<file path="src/rtl/tlb_search_arbiter.sv">
// tlb_search_arbiter: shares the single TLB search port between IF and MEM.
//  - Grants at most one lookup per cycle. MEM normally wins a tie. After STARVE_LIMIT
//    consecutive MEM grants while IF was waiting, the next tie goes to IF.
//  - The TLB result is registered. It is returned to the winner one cycle later as a
//    single-cycle resp_valid pulse. There is no back-pressure on the response.
//  - maint_busy blocks all grants. A response already pending is still delivered.
//  - if_flush blocks an IF grant in the current cycle and squashes an IF response.
// Ports:
//  clk, rst_n                       clock, async active-low reset
//  if_req_valid/ready, if_vppn, if_va_bit12      IF lookup request
//  mem_req_valid/ready, mem_vppn, mem_va_bit12   MEM lookup request
//  asid, maint_busy, if_flush       CSR.ASID, TLB maintenance in flight, IF flush
//  tlb_s_vppn/va_bit12/asid         TLB search port (out)
//  tlb_s_result                     combinational TLB result for this cycle's search
//  if_resp_valid, mem_resp_valid    one-cycle response pulses
//  resp_result                      registered result shared by both responses

package tlb_search_arbiter_pkg;
    typedef struct packed {
        logic        found;
        logic [19:0] ppn;
        logic [5:0]  ps;
        logic [1:0]  plv;
        logic [1:0]  mat;
        logic        d;
        logic        v;
    } tlb_result_t;
endpackage

module tlb_search_arbiter
    import tlb_search_arbiter_pkg::*;
#(
    parameter int STARVE_LIMIT = 4,
    parameter int ASID_W       = 10
) (
    input  logic              clk,
    input  logic              rst_n,
    input  logic              if_req_valid,
    output logic              if_req_ready,
    input  logic [18:0]       if_vppn,
    input  logic              if_va_bit12,
    input  logic              mem_req_valid,
    output logic              mem_req_ready,
    input  logic [18:0]       mem_vppn,
    input  logic              mem_va_bit12,
    input  logic [ASID_W-1:0] asid,
    input  logic              maint_busy,
    input  logic              if_flush,
    output logic [18:0]       tlb_s_vppn,
    output logic              tlb_s_va_bit12,
    output logic [ASID_W-1:0] tlb_s_asid,
    input  tlb_result_t       tlb_s_result,
    output logic              if_resp_valid,
    output logic              mem_resp_valid,
    output tlb_result_t       resp_result
);

    localparam int SW = $clog2(STARVE_LIMIT + 1);
    localparam logic [SW-1:0] LIMIT = SW'(STARVE_LIMIT);

    logic [SW-1:0] starve_cnt;
    logic          if_pend, mem_pend;
    logic          if_elig, grant_if, grant_mem;

    // A flushed IF request is not eligible, so MEM may take the port this cycle.
    assign if_elig = if_req_valid && !if_flush;

    always_comb begin
        grant_if  = 1'b0;
        grant_mem = 1'b0;
        if (!maint_busy) begin
            if (if_elig && mem_req_valid) begin
                grant_if  = (starve_cnt == LIMIT);
                grant_mem = (starve_cnt != LIMIT);
            end else begin
                grant_if  = if_elig;
                grant_mem = mem_req_valid;
            end
        end
    end

    assign if_req_ready  = grant_if;
    assign mem_req_ready = grant_mem;

    // With no grant the IF fields are driven so the port never floats to X.
    assign tlb_s_vppn     = grant_mem ? mem_vppn     : if_vppn;
    assign tlb_s_va_bit12 = grant_mem ? mem_va_bit12 : if_va_bit12;
    assign tlb_s_asid     = asid;

    // The starvation counter only counts MEM wins that actually kept a live IF
    // request waiting. Maintenance cycles freeze it so that fairness resumes where
    // it left off.
    always_ff @(posedge clk or negedge rst_n) begin
        if (!rst_n) begin
            starve_cnt <= '0;
        end else if (!maint_busy) begin
            if (grant_if || !if_req_valid)
                starve_cnt <= '0;
            else if (grant_mem && if_elig && starve_cnt != LIMIT)
                starve_cnt <= starve_cnt + 1'b1;
        end
    end

    // Response stage. The result is captured only on a grant and held otherwise.
    always_ff @(posedge clk or negedge rst_n) begin
        if (!rst_n) begin
            if_pend     <= 1'b0;
            mem_pend    <= 1'b0;
            resp_result <= '0;
        end else begin
            if_pend  <= grant_if;
            mem_pend <= grant_mem;
            if (grant_if || grant_mem)
                resp_result <= tlb_s_result;
        end
    end

    // A flush in the response cycle kills the IF pulse, but the data still updates.
    assign if_resp_valid  = if_pend && !if_flush;
    assign mem_resp_valid = mem_pend;

endmodule

</file>
<file path="config.mk">
export PLATFORM = sky130hd
export DESIGN_NAME = tlb_search_arbiter
export DESIGN_NICKNAME = d
export VERILOG_FILES = /design/src/rtl/tlb_search_arbiter.sv
export SDC_FILE = /design/constraint.sdc
export NUM_CORES = 1
export LEC_CHECK = 0
export BUFFER_PORTS_ARGS = -buffer_cell sky130_fd_sc_hd__buf_2
export CAP_MARGIN = 5
export CORE_ASPECT_RATIO = 0.75
export CORE_MARGIN = 1
export CORE_UTILIZATION = 38
export CTS_CLUSTER_SIZE = 10
export DETAILED_ROUTE_END_ITERATION = 10
export HOLD_SLACK_MARGIN = 0.02
export PLACE_DENSITY = 0.92
export SLEW_MARGIN = 25
export SYNTH_ARGS = -nofsm -noshare
export SYNTH_HDL_FRONTEND = slang
export SYNTH_SLANG_ARGS = --single-unit
</file>
<file path="constraint.sdc">
create_clock -name clk -period 1.8 [get_ports clk]
set_input_delay 0.36 -clock clk [delete_from_list [all_inputs] [get_ports clk]]
set_output_delay 0.36 -clock clk [all_outputs]
set_load 0.05 [all_outputs]
</file>
==> flow_summary.toml, run 1 <==
[finish]
fin_util_pct = 64.2
diodes = 0
instances_no_fill = 333
area_delta_synth_final_pct = 58.5
final_layout_size_suffix_gt1_share_pct = 78.6
ff_latch_area_um2 = 951
num-nets-final = 367
design_area_um2 = 2920
fillers = 348
multi_input_area_um2 = 781

[clock_tree]
cts_sinks = 38
cts-root-buf = "clkbuf_8"
cts.clk_slew.worst_paths_ns = 0.07
clk_latency_ns = 0.28
cts_tree = "yes"
cts_buffer_depth = 2
numCtsBuffers = 5
htree_levels = 2

[worst_setup_path]
worstPathRequired_ns = 1.44
cpLargestDelayFamily = "buffers and inverters"
reg2reg_slack_ns = 0.20
max_stage_delay_ns = 0.39
worstReg2RegEnd = "if_pend"
crit_chain = "inv_1 > ha_2 > nand2_2 > o21ai_2 > buf_12 > mux2_2 > buf_6"
crit_path_top_delay_cell = "dfrtp_1"
worstSetupPathType = "reg2out"
r2r_start = "starve_cnt[0]"
start_kind = "flip-flop"
critPathCaptureType = "primary output"
cp_max_fo = 21
arrival_ns = 1.88
reg2regPathDepth = 8
critPathBufInv = 3

[synth]
syn_area_um2 = 1840
synthMostInstantiatedCell = "mux2_2"
synth_top_area_share_pct = 51.6
synth_xor_area_share_pct = 0
synth_ff_type = "dfrtp_1"
syn-instance-count = 132
muxShareOfSynthArea_pct = 32.4
synth_edf_count = 0
ys_ff_latch = 38
synth_top_area_cell = "dfrtp_1"
post_synth_num_cell_types = 19
avgSynthCellArea_um2 = 14.0
synthTopCellsByArea = "dfrtp_1 52%, mux2_2 32%, buf_4 4.9%"
yosys_warnings = 0
synth-simple-area-share_pct = 3.60
yosysSeqAreaShare_pct = 51.6
ys_top_cells_by_count = "52 x mux2_2, 38 x dfrtp_1, 12 x buf_4"
synth-adder-area-share_pct = 1.36
syn_nets = 223
synth_top_family_by_area = "multiplexers"
synth_compound_gate_area_share_pct = 3.26
async_reset_ff_share_pct = 100

[global_route]
grt_pass1_wl_um = 7090
grt_max_degree = 22
grt_use_total_pct = 18.6
grt_pass1_vias = 1562
grt_antenna_before_repair = 0
grt-ovfl-total = 0

[placement]
gp_congestion = 0.820
placed_area_um2 = 2610
dp_hpwl_um = 3440
portBuffers = 135
dpl.cell_count = 322

[floorplan]
dieArea_um2 = 5130
core_um2 = 4550
die_y_um = 62.3
pin_count = 156
fp.dieW_um = 82.4
start_util_pct = 40.5
rows = 21

[drt]
drt_iter0_drc = 64
vias = 1543
wl_per_cell_um = 14.1
dr.pass1.iters = 4
drc = 0
drtAntennaViolNets = 0
vias_per_cell = 4.63
drt_wl_total_um = 4710

[timing]
slew_headroom_pct = 71.7
drv_slew = 0
setup_viol = 22
tightest_slew_ns = 0.425
final_hold_viol_count = 0
skew_ns = 0.00528
rsz0062_at_grt = "true"
clock.fmax_mhz = 447
period_share_pct = 124
fin_ws_ns = -0.436
final.min_clock_period_ns = 2.24

[power_and_ir_drop]
power.leakage_nw = 1.49
irDropWorstVdd_v = 0.000489
power_mw = 2.85
powerDensity_nw_per_um2 = 976

[run]
cap_violations = 0

[run_status]
status = "finished, violations left"
violations = "setup timing"

[hold_path]
hp-class = "in2reg"
hp-start = "tlb_s_result[31]"
hold_end = "resp_result[31]"
whs_path_depth = 2
==> worst register-to-register path, cell delays in order (launching register included) <==
cell and delay, ns:
dfrtp_1 0.39, inv_1 0.06, ha_2 0.19, nand2_2 0.07
buf_4 0.13, buf_4 0.12, buf_6 0.11, a211oi_4 0.30
buf_4 0.17
==> cell usage in the layout, fill, tap and decap left out <==
master	Yosys	final
a211oi_4	0	1
a21o_1	1	1
a21oi_1	1	1
a21oi_4	1	1
buf_12	0	3
buf_2	0	113
buf_4	12	12
buf_6	3	23
bufinv_16	0	1
clkbuf_8	0	6
dfrtp_1	38	38
dlygate4sd3_1	0	1
ha_1	2	1
ha_2	0	1
inv_1	5	5
mux2_2	52	49
mux2_4	0	4
nand2_1	5	4
nand2_2	0	1
nand2b_4	1	1
nand4b_1	1	1
nor2_1	1	1
nor2b_1	2	2
nor4b_1	1	1
o21ai_0	3	3
o21ai_2	1	1
==> routing by layer <==
layer / vias to the layer above / GRT usage, % / part of all wire, %
met4: 0 / 5.92 / 0.89
met3: 8 / 5.44 / 6.1
met5: - / 0 / 0
met1: 731 / 22.3 / 42
li1: 732 / - / -
met2: 72 / 31.6 / 51
==> registers in the layout, summed over array words and instances (netlist names) <==
signal and cells:
mem_resp_valid 1, starve_cnt 3, if_pend 1, resp_result 33
==> how the worst max path moves through the flow <==
stage / from / end / slack [ns] / depth (start not counted)
detailed placement: starve_cnt[1] / tlb_s_vppn[18] / -0.16 / 7
finish: starve_cnt[0] / tlb_s_vppn[1] / -0.44 / 7
CTS: starve_cnt[0] / tlb_s_vppn[18] / -0.43 / 7
global route: starve_cnt[1] / tlb_s_vppn[12] / -0.51 / 7
floorplan: starve_cnt[0] / tlb_s_vppn[0] / -0.05 / 6
global placement: starve_cnt[1] / tlb_s_vppn[3] / -0.1 / 7
==> through the flow <==
| step | hold slack [ns] | setup TNS, ns | setup slack, ns |
|---|---|---|---|
| 3_3_place_gp | 0.310 | -1.59 | -0.0986 |
| 4_1_cts | 0.294 | -8.64 | -0.429 |
| 6_report | 0.305 | -9.03 | -0.436 |
| 2_1_floorplan | 0.0644 | -0.935 | -0.0495 |
| 5_1_grt | 0.293 | -10.64 | -0.508 |
| 3_5_place_dp | 0.320 | -2.92 | -0.163 |
==> kinds of logic after synthesis <==
group                    Yosys count
AO/OA/AOI/OAI                      8
buffers and inverters             20
flip-flops                        38
adder cells (fa/ha/maj)            2
AND/OR/NAND/NOR                   11
multiplexers                      53
==> timing repair <==
item	CTS	global route
setup endpoints to repair	22	22
gates resized for setup	48	4
hold buffers	1	0
setup buffers	1	2
pin swaps	1	1
endpoints found under the hold margin	17	0
==> final cells by class <==
cell class,instances,area share [%]
inverter,5,0.643
sequential,38,32.6
clock inverter,1,1.03
tap,57,2.44
multi-input combinational,74,26.7
clock buffer,6,2.83
timing repair buffer,152,33.7
==> power by group <==
| part | switching (mW) | internal, mW | leakage, nW |
|---|---|---|---|
| Sequential | 0.0514 | 0.968 | 0.454 |
| Combinational | 0.737 | 0.376 | 0.977 |
| Clock | 0.273 | 0.443 | 0.0573 |
| Total | 1.06 | 1.79 | 1.49 |
No activity file was read; power rests on OpenSTA's default activity.
==> run 2: changes to the inputs <==
BUFFER_PORTS_ARGS = default   (was -buffer_cell sky130_fd_sc_hd__buf_2)
CORE_UTILIZATION = 45   (was 38)
DONT_BUFFER_PORTS = 1   (was default)
PLACE_DENSITY = 0.72   (was 0.92)
==> run 2 against run 1 <==
The flow still finishes with violations (setup timing). Final cell count decreased by 42%. Largest power group is now sequential cells. Highest routed layer unchanged. Worst hold slack got worse by 0.079 ns. Critical path type unchanged. Design area decreased by 25%. First-iteration DRC count decreased by 47%. Worst setup slack improved by 0.11 ns. Critical path depth decreased by 1.
==> flow_summary.toml, run 2 (same netlist as run 1, synthesis figures left out) <==
[drt]
wl_per_cell_um = 21.6
drc = 0
drt_wl_total_um = 4150
vias_per_cell = 5.63
dr.pass1.iters = 5
drt_iter0_drc = 34
drtAntennaViolNets = 0
vias = 1081

[worst_setup_path]
start_kind = "flip-flop"
worstReg2RegEnd = "if_pend"
r2r_start = "starve_cnt[0]"
cp_max_fo = 10
critPathCaptureType = "primary output"
arrival_ns = 1.76
worstSetupPathType = "reg2out"
startpoint = "starve_cnt[0]"
reg2regPathDepth = 7
worstPathRequired_ns = 1.44
crit_end = "tlb_s_vppn[0]"
reg2reg_slack_ns = 0.30

[global_route]
grt-ovfl-total = 0
grt_pass1_vias = 1176
grt_max_degree = 39
grt_pass1_wl_um = 5690
grt_antenna_before_repair = 0
grt_use_total_pct = 18.0

[finish]
instances_no_fill = 192
num-nets-final = 230
fillers = 290
layout_commonest_cell = "dfrtp_1"
reg_top3 = "resp_result (33), starve_cnt (3)"
layout_common_cells = "38 x dfrtp_1, 33 x mux2_2, 20 x mux2_4"
diodes = 0
area_delta_synth_final_pct = 19.0
final_layout_size_suffix_gt1_share_pct = 59.3
regMostFlops = "resp_result"
largest_reg_flops = 33

[floorplan]
die_y_um = 57.4
rows = 19
dieArea_um2 = 4360
pin_count = 156
fp.dieW_um = 75.9
start_util_pct = 48.7
core_um2 = 3780

[placement]
dpl.cell_count = 177
dp_hpwl_um = 2980
portBuffers = 0
gp_congestion = 0.639

[timing]
drv_slew = 0
skew_ns = 0.00254
final.min_clock_period_ns = 2.12
rsz0062_at_grt = "true"
setup_viol = 22
fin_ws_ns = -0.321
holdWs_ns = 0.226
slew_headroom_pct = 67.6
final_hold_viol_count = 0
tightest_slew_ns = 0.486
period_share_pct = 118
clock.fmax_mhz = 471

[clock_tree]
cts_tree = "yes"
cts_sinks = 38
cts.clk_slew.worst_paths_ns = 0.07
cts_buffer_depth = 2
clk_latency_ns = 0.28
cts-root-buf = "clkbuf_8"
htree_levels = 2
numCtsBuffers = 5

[power_and_ir_drop]
power_mw = 2.73
powerDensity_nw_per_um2 = 1250
irDropWorstVdd_v = 0.000678
power_switching_mw = 1.02
power_frac_comb_pct = 16.3
p_seq_share_pct = 52.9
clkPwrFrac_pct = 30.8
power.leakage_nw = 0.995
sw_frac_of_total_pct = 37.3
p_int_mw = 1.71

[hold_path]
hp-class = "in2reg"

[run_status]
violations = "setup timing"
status = "finished, violations left"

[run]
cap_violations = 0
==> run 2: power groups by stage <==
stage                     clock (mW)  sequential [mW]  combinational, mW
final                          0.842             1.44              0.445
after detailed placement           0             1.46              0.374
after global placement             0             1.46              0.358
after CTS                      0.868             1.45              0.439
after global routing           0.913             1.46              0.469
after floorplan                    0             1.44              0.399
==> run 2: what timing repair did <==
action                                  CTS  global route
cloned                                    1             0
pin swaps                                 1             0
endpoints found under the hold margin    38             0
setup buffers                             3             1
hold buffers                              2             0
gates resized for setup                  29             5
endpoints found under the setup margin   22            22
==> run 2: worst max-delay path, cell delays in order, from the launching register on <==
cell and delay [ns]:
dfrtp_1 0.40, inv_2 0.08, ha_4 0.15, nand2_4 0.06
o21ai_4 0.20, buf_8 0.19, mux2_4 0.40
==> run 2: metrics by stage <==
| step | util, % | setup WS [ns] | setup TNS [ns] | instance area (um^2) |
|---|---|---|---|---|
| floorplan | - | -0.0495 | -0.935 | 1850 |
| global placement | 49.2 | 0.00771 | 0 | 1860 |
| detailed placement | 49.2 | -0.115 | -2.10 | 1860 |
| CTS | 57.3 | -0.349 | -7.14 | 2160 |
| global route | 58.0 | -0.387 | -7.88 | 2190 |
| finish | 58.0 | -0.321 | -6.47 | 2190 |
==> run 2: metal layers <==
layer  routed length (um)  GRT usage, %  vias to the layer above
met5                    0             0                        -
met2                 2170          29.7                       63
met3                  340          7.95                       16
met4                   86          6.08                        0
met1                 1550          20.6                      539
li1                     -             -                      463
==> run 2: cell type report <==
type                       count  area, um^2  share of cell area (%)
clock buffer                   5        68.8                    3.14
clock inverter                 3        68.8                    3.14
inverter                       5        18.8                   0.857
multi-input combinational     74         856                    39.1
sequential                    38         951                    43.4
tap                           52        65.1                    2.97
timing repair buffer          15         163                    7.42
==> run 2: worst min-delay path by stage <==
stage	slack [ns]	endpoint	cells past startpoint	startpoint
2_1_floorplan	0.06	if_pend	0	rst_n
3_3_place_gp	0.07	resp_result[3]	0	rst_n
3_5_place_dp	0.07	resp_result[13]	0	rst_n
4_1_cts	0.21	starve_cnt[2]	2	mem_req_valid
5_1_grt	0.20	resp_result[25]	1	tlb_s_result[25]
6_report	0.23	starve_cnt[2]	2	mem_req_valid
